--- config.mk ---
export PLATFORM = sky130hd
export DESIGN_NAME = tinker_muldiv_unit
export DESIGN_NICKNAME = d
export VERILOG_FILES = /design/src/rtl/tinker_muldiv_unit.sv
export SDC_FILE = /design/constraint.sdc
export NUM_CORES = 1
export LEC_CHECK = 0
export BUFFER_PORTS_ARGS = -buffer_cell sky130_fd_sc_hd__buf_2
export CORE_UTILIZATION = 30
export DETAILED_ROUTE_END_ITERATION = 7
export GPL_TIMING_DRIVEN = 0
export PLACE_DENSITY = 0.54
export RECOVER_POWER = 50
export SYNTH_ARGS = -nofsm -noshare
export SYNTH_HDL_FRONTEND = slang
export SYNTH_SLANG_ARGS = --single-unit
--- constraint.sdc ---
create_clock -name clk -period 6.76 [get_ports clk]
set_input_delay 1.014 -clock clk [delete_from_list [all_inputs] [get_ports clk]]
set_output_delay 1.014 -clock clk [all_outputs]
set_load 0.02 [all_outputs]
--- src/rtl/tinker_muldiv_unit.sv ---
// Iterative unsigned multiply (shift-add) / divide (restoring) unit, one bit per cycle.
// Optional build macro TINKER_MULDIV_EARLY_OUT_EN lets MUL finish once the multiplier is exhausted.
module tinker_muldiv_unit #(
    parameter int         WIDTH   = 64,
    parameter int         TAG_W   = 5,
    parameter logic [4:0] MUL_OPC = 5'h1c,
    parameter logic [4:0] DIV_OPC = 5'h1d
) (
    input  logic             clk,
    input  logic             reset,
    input  logic             req_valid,
    output logic             req_ready,
    input  logic [4:0]       req_opcode,
    input  logic [WIDTH-1:0] req_op1,
    input  logic [WIDTH-1:0] req_op2,
    input  logic [TAG_W-1:0] req_tag,
    output logic             resp_valid,
    input  logic             resp_ready,
    output logic [WIDTH-1:0] resp_result,
    output logic [TAG_W-1:0] resp_tag,
    output logic             resp_dbz,
    output logic             busy
);

    localparam int CNT_W = $clog2(WIDTH + 1);

`ifdef TINKER_MULDIV_EARLY_OUT_EN
    localparam bit EARLY_OUT = 1'b1;
`else
    localparam bit EARLY_OUT = 1'b0;
`endif

    typedef enum logic [1:0] {
        S_IDLE,
        S_MUL,
        S_DIV,
        S_DONE
    } state_t;

    state_t             state_q, state_d;
    logic [CNT_W-1:0]   cnt_q, cnt_d;
    // acc: product accumulator (MUL) or partial remainder (DIV)
    logic [WIDTH-1:0]   acc_q, acc_d;
    // opa: shifting multiplicand (MUL) or dividend/quotient (DIV); opb: multiplier or divisor
    logic [WIDTH-1:0]   opa_q, opa_d;
    logic [WIDTH-1:0]   opb_q, opb_d;
    logic [WIDTH-1:0]   res_q, res_d;
    logic [TAG_W-1:0]   tag_q, tag_d;
    logic               dbz_q, dbz_d;

    logic [WIDTH-1:0]   mul_sum;
    logic [WIDTH-1:0]   mplier_nx;
    logic [WIDTH:0]     rem_sh;
    logic [WIDTH-1:0]   rem_sub;
    logic               div_ge;
    logic [CNT_W-1:0]   cnt_dec;
    logic [WIDTH-1:0]   quo_nx;

    always_comb begin
        state_d = state_q;
        cnt_d   = cnt_q;
        acc_d   = acc_q;
        opa_d   = opa_q;
        opb_d   = opb_q;
        res_d   = res_q;
        tag_d   = tag_q;
        dbz_d   = dbz_q;

        mul_sum   = acc_q + (opb_q[0] ? opa_q : '0);
        mplier_nx = opb_q >> 1;
        // Remainder kept one bit wider so the compare never loses the shifted-out MSB
        rem_sh    = {acc_q, opa_q[WIDTH-1]};
        div_ge    = (rem_sh >= {1'b0, opb_q});
        rem_sub   = rem_sh[WIDTH-1:0] - opb_q;
        quo_nx    = {opa_q[WIDTH-2:0], div_ge};
        cnt_dec   = cnt_q - 1'b1;

        case (state_q)
            S_IDLE: begin
                if (req_valid) begin
                    acc_d = '0;
                    opa_d = req_op1;
                    opb_d = req_op2;
                    tag_d = req_tag;
                    cnt_d = CNT_W'(WIDTH);
                    if (req_opcode == MUL_OPC) begin
                        state_d = S_MUL;
                    end else if (req_opcode == DIV_OPC) begin
                        if (req_op2 != '0) begin
                            state_d = S_DIV;
                        end else begin
                            state_d = S_DONE;
                            res_d   = '1;
                            dbz_d   = 1'b1;
                        end
                    end else begin
                        state_d = S_DONE;
                        res_d   = '0;
                        dbz_d   = 1'b0;
                    end
                end
            end
            S_MUL: begin
                acc_d = mul_sum;
                opa_d = opa_q << 1;
                opb_d = mplier_nx;
                cnt_d = cnt_dec;
                if (cnt_dec == '0 || (EARLY_OUT && mplier_nx == '0)) begin
                    state_d = S_DONE;
                    res_d   = mul_sum;
                    dbz_d   = 1'b0;
                end
            end
            S_DIV: begin
                acc_d = div_ge ? rem_sub : rem_sh[WIDTH-1:0];
                opa_d = quo_nx;
                cnt_d = cnt_dec;
                if (cnt_dec == '0) begin
                    state_d = S_DONE;
                    res_d   = quo_nx;
                    dbz_d   = 1'b0;
                end
            end
            S_DONE: begin
                if (resp_ready) begin
                    state_d = S_IDLE;
                end
            end
            default: state_d = S_IDLE;
        endcase
    end

    always_ff @(posedge clk) begin
        if (reset) begin
            state_q <= S_IDLE;
            cnt_q   <= '0;
            acc_q   <= '0;
            opa_q   <= '0;
            opb_q   <= '0;
            res_q   <= '0;
            tag_q   <= '0;
            dbz_q   <= 1'b0;
        end else begin
            state_q <= state_d;
            cnt_q   <= cnt_d;
            acc_q   <= acc_d;
            opa_q   <= opa_d;
            opb_q   <= opb_d;
            res_q   <= res_d;
            tag_q   <= tag_d;
            dbz_q   <= dbz_d;
        end
    end

    assign req_ready   = (state_q == S_IDLE);
    assign resp_valid  = (state_q == S_DONE);
    assign busy        = (state_q != S_IDLE);
    assign resp_result = res_q;
    assign resp_tag    = tag_q;
    assign resp_dbz    = dbz_q;

endmodule

# ---- Yosys cells after proc, flatten, opt, wreduce, memory -nomap -nowiden
# Cells that the tools add are included.
dict set report word_totals {
  regBits 271
  out_inout_bits 73
  input_bits 142
  word_cells 69
}
dict set report classes {
  mux 30
  n_reduce_logical 15
  n_eq_ne 12
  n_addsub 3
  order_cmp 1
}
# cell count
set op_table {}
lappend op_table {{two-way mux 64 bit} 11}
lappend op_table {{case mux 64 bit (3 select lines)} 3}
lappend op_table {{case mux 64 bit (2 select lines)} 1}
lappend op_table {{greater-or-equal comparator 65 x 64 -> 1 bit} 1}
lappend op_table {{adder 64 bit} 1}
lappend op_table {{nonzero test 64 bit} 1}
lappend op_table {{subtractor 64 bit} 1}
lappend op_table {{case mux 7 bit (2 select lines)} 1}
lappend op_table {{== test 5 bit (second input constant)} 2}
lappend op_table {{two-way mux 2 bit} 5}
lappend op_table {{inequality test 2 bit (second input constant)} 4}
lappend op_table {{AND reduction 2 bit} 4}
lappend op_table {{zero test 7 bit} 1}
lappend op_table {{two-way mux 7 bit} 1}
lappend op_table {{subtractor 7 x 1 -> 7 bit (second input constant)} 1}
lappend op_table {{two-way mux 1 bit} 6}
lappend op_table {{case mux 2 bit (3 select lines)} 1}
lappend op_table {{AND reduction 6 bit} 1}
lappend op_table {{nonzero test 2 bit} 3}
lappend op_table {{AND reduction 5 bit} 1}
lappend op_table {{== test 2 bit (second input constant)} 2}
lappend op_table {{inequality test 2 x 1 -> 1 bit (second input constant)} 2}
lappend op_table {{inequality test 3 bit (second input constant)} 1}
lappend op_table {{AND reduction 3 bit} 1}
lappend op_table {{5 further kinds} 5}

# ---- Longest topological paths before layout
dict set report logic_depth {
  depth_word 6
  ltp_mapped 17
  depth_no_buf 15
}

# ---- Least setup slack after synthesis
# OpenSTA, ideal clock, no wires.
dict set report synth_timing {
  path_type {register to register}
  startpoint {register opb_q[0]}
  endpoint {register acc_q[63]}
  path_stages_with_launch 16
  t_required_ns 6.640
  arrival_ns 3.353
  synth_period_minus_slack_ns 3.472
  slack_ns 3.288
  n_path_buf 2
  cell_sequence {dfxtp_1 -> clkbuf_1 -> clkbuf_1 -> and2_1 -> ha_1 -> a21oi_1 -> o21ai_0 -> a211o_1 -> a31o_2 -> or3_1 -> o21bai_2 -> o31ai_2 -> a31oi_1 -> xnor2_1 -> o22ai_1 -> a211o_1}
}
dict set report synth_via {
  elab_chain_len 3
  word_cells_on_any_way 6
  classes_between {add/sub (2); order compare (1); mux (3)}
}
# element line
set synth_rtl {}
lappend synth_rtl {{start: declaration} 46} ;# logic [WIDTH-1:0] opb_q, opb_d;
lappend synth_rtl {{start signal: assignment} 148} ;# opb_q <= opb_d;
lappend synth_rtl {{subtractor 64 bit, or another cell as far along} 74} ;# rem_sub = rem_sh[WIDTH-1:0] - opb_q;
lappend synth_rtl {{two-way mux 64 bit or adder 64 bit (tied branches)} {115, 69}}
lappend synth_rtl {{case mux 64 bit (3 select lines) *} 78} ;# case (state_q)
lappend synth_rtl {{end signal: assignment} 137} ;# acc_q <= '0;
lappend synth_rtl {{end signal: assignment} 146} ;# acc_q <= acc_d;
lappend synth_rtl {{end: declaration} 43} ;# logic [WIDTH-1:0] acc_q, acc_d;
# Every way passes the cells marked *; elsewhere a longest branch is shown, timed or not.
# A chain may end at the register's enable or synchronous reset.

# ---- Final worst setup path
dict set report layout_timing {
  startpoint {register opb_q[0]}
  endpoint {register acc_q[54]}
}
# The elaborated chain is that of the path after synthesis.

==> out/summary.txt <==
Post-synth EDFFs: 0
Layout Skew: 0.0340 ns
first-pass GRT wire length: 131000 um
cts repair resizes: 0
total core area: 0.0675 mm2
startpoint types: register
DRT Wirelength: 89400 um
Routed wire per std cell: 23.0 um
clock buffer depth: 3
Setup Fix Bufs, Post-CTS: 0
final critical-path required period: 5.39 ns
VDD IR-drop max: 223 uV
crit path max fanout: 10
Yosys top cell area share: 26.4%
Post-Syn Instances: 2743
Initial Utilization: 30.4%
clk root buf: clkbuf_16
CP Capture Point: acc_q[54]
final net count: 3272
final hold vios: 0
clk_lat worst skew: 0.57 ns
area of the multi-input gates: 0.0139 mm2
RSZ-0062 raised after global routing: no
Synth Area per Inst: 7.49 um2
max_cap viols: 1
Cell Rows: 95
crit path from: opb_q[0]
Slew headroom: 1.65%
die width: 264 um
Hold Path Class: reg -> reg
main combinational cell family by area after synthesis: compound AO/OA/AOI/OAI gates
CP required: 7.19 ns
Hold WS: 0.461 ns
mux cell area share after synthesis: 4.23%
Clock Pin Slew Worst Setup and Hold Paths: 0.06 ns
Cell Pwr Density: 437 mW/mm2
fraction of layout cells with a size suffix above 1: 8.38%
Yosys top cell by area: dfxtp_1
HP Start: resp_tag[2]
I/O pin total: 215
top cells by area, synth: dfxtp_1 (26%), ha_1 (8.3%), a21oi_1 (7.1%), nor2_1 (5.4%), nand2_1 (4.4%)
Placed Cells: 3829
leakage power: 9.75 nW
ys async rst share: 0%
Slew @ Worst Pin: 1.46 ns
DP HPWL: 71600 um
Num Clock Sinks: 271
register area share after synthesis: 26.4%
most common flop cell mapped by yosys: dfxtp_1
endpoints failing setup: 0
1st-pass router iterations: 6
period utilization: 79.7%
CTS Buf Count: 34
largest net degree at the start of global routing: 15
FF+latch count, synth: 271
Detailed Route Iter0 Violations: 2091
simple-gate share of the synthesized area: 20.3%
Synth Area in Compound Gates: 29.6%
post-synth net total: 3023
reg2reg start: opb_q[0]
vias in the first global route: 20900
Final Instance Count excl. Fillers: 3892
CP endpoint kind: register
R2R cell count: 15
Total GRT Usage: 24.8%
most common cell after layout, fill and taps aside: nor2_1
Final ANT Viol Nets: 0
failing checks: max-capacitance violations
via count: 22000
DIE AREA: 0.0695 mm2
Synth Area in Adders: 8.48%
vias per cell: 5.66
area grow syn2layout: 15.8%
detailed-route DRC error count: 0
CP arrival: 5.83 ns
synthesized area: 0.0205 mm2
status: complete, but fails checks
commonest non-fill, non-tap cells in the layout: nor2_1 (293), a21oi_1 (291), dfxtp_1 (271)
antenna violations before repair: 0
grt ovf: 0
flop2flop setup slack: 1.37 ns
hold buffers post-CTS: 0
Ys Warns: 0
Synth cell types: 87
setup_tns: 0 ns
die height: 264 um
H-tree Lvls: 2
fmax: 0.185 GHz
register area: 0.00543 mm2
FILL cells: 7356
xor and xnor fraction of the mapped netlist area: 5.20%
routability cong.: 0.998
CTS tree: built
Reg2Reg Capture Point: acc_q[54]
number of port buffers: 213
critical path class: reg -> reg
max-slew violations: 0
flip-flops by register name (all words and copies together), names as in the netlist:
register     flops
opb_q           64
opa_q           64
resp_dbz         1
resp_tag         5
cnt_q            7
acc_q           64
state_q          2
resp_result     64
cells by family after synthesis:
family | Yosys count
flops | 271
buf+inv | 304
compound gates | 927
fa+ha+maj | 138
mux | 84
simple gates | 897
xor+xnor | 122
critical path, stage by stage, from the launching register on:
cell	delay, ns
dfxtp_1	0.42
clkbuf_1	0.80
clkbuf_1	0.43
and2_1	0.19
ha_1	0.28
a211oi_1	0.32
o21bai_1	0.19
o2111ai_1	0.48
a311oi_1	0.30
nor3_2	0.42
o21ai_1	0.28
a21oi_1	0.33
o21bai_1	0.12
xnor2_1	0.32
nor2_1	0.11
a221o_1	0.26
power by group:
| group | switching (W) | total, W | internal (W) |
|---|---|---|---|
| Combinational | 0.00407 | 0.00585 | 0.00178 |
| Sequential | 0.000471 | 0.00258 | 0.00211 |
| Clock | 0.000800 | 0.00196 | 0.00116 |
| Total | 0.00534 | 0.0104 | 0.00505 |
cell type report:
cell class / count / share of cell area (%)
antenna: 1 / 0.0105
clock inverter: 13 / 0.557
multi-input combinational: 2168 / 58.5
tap: 873 / 4.59
clock buffer: 49 / 4.42
timing repair buffer: 213 / 4.09
buffer: 201 / 3.40
sequential: 271 / 22.8
inverter: 103 / 1.62
cell usage after synthesis (7+ instances only):
cell type,instances
nor2_1,293
a21oi_1,291
dfxtp_1,271
nand2_1,240
clkbuf_1,169
o21ai_0,154
ha_1,136
inv_1,101
nor3_1,93
a211oi_1,92
a21o_1,81
a221oi_1,81
and2_1,70
xnor2_1,69
mux2i_1,65
nand4_1,53
xor2_1,53
nand3_1,39
o211ai_1,26
nor4_1,24
nand2b_1,23
o22ai_1,23
o21bai_1,18
a31oi_1,17
a311oi_1,16
o21a_1,16
buf_1,15
mux2_2,15
nor2b_1,15
and4_1,10
buf_2,10
o221ai_1,10
a22oi_1,9
o31ai_1,9
a221o_1,8
o21ai_1,8
or2_2,8
a22o_1,7
and3_1,7
or3_1,7
stage by stage:
step / power (W) / area, um2 / setup WS [ns] / utilization, %
floorplan: 0.00635 / 20500 / 3.29 / -
global placement: 0.00836 / 22700 / 1.07 / 33.6
detailed placement: 0.00836 / 22700 / 1.04 / 33.6
CTS: 0.0103 / 23900 / 1.51 / 35.4
global route: 0.0110 / 23800 / 1.12 / 35.2
finish: 0.0104 / 23800 / 1.37 / 35.2
how the worst min path moves through the flow:
stage / to / slack, ns / cells after the start
after floorplan: acc_q[41] / 0.46 / 2
after global placement: resp_tag[3] / 0.45 / 2
after detailed placement: resp_tag[2] / 0.45 / 2
after CTS: resp_tag[2] / 0.46 / 2
after global routing: resp_tag[2] / 0.48 / 2
final: resp_tag[2] / 0.46 / 2
metal layers:
layer / share of wire [%] / routed length (um) / track usage [%] / vias up
met2: 48 / 42700 / 42.5 / 791
li1: - / - / - / 10600
met4: 3.7 / 3350 / 9.37 / 0
met5: 0 / 0 / 0 / -
met1: 43 / 38100 / 31.5 / 10500
met3: 5.8 / 5200 / 3.11 / 146
No activity file was read; power rests on OpenSTA's default activity.
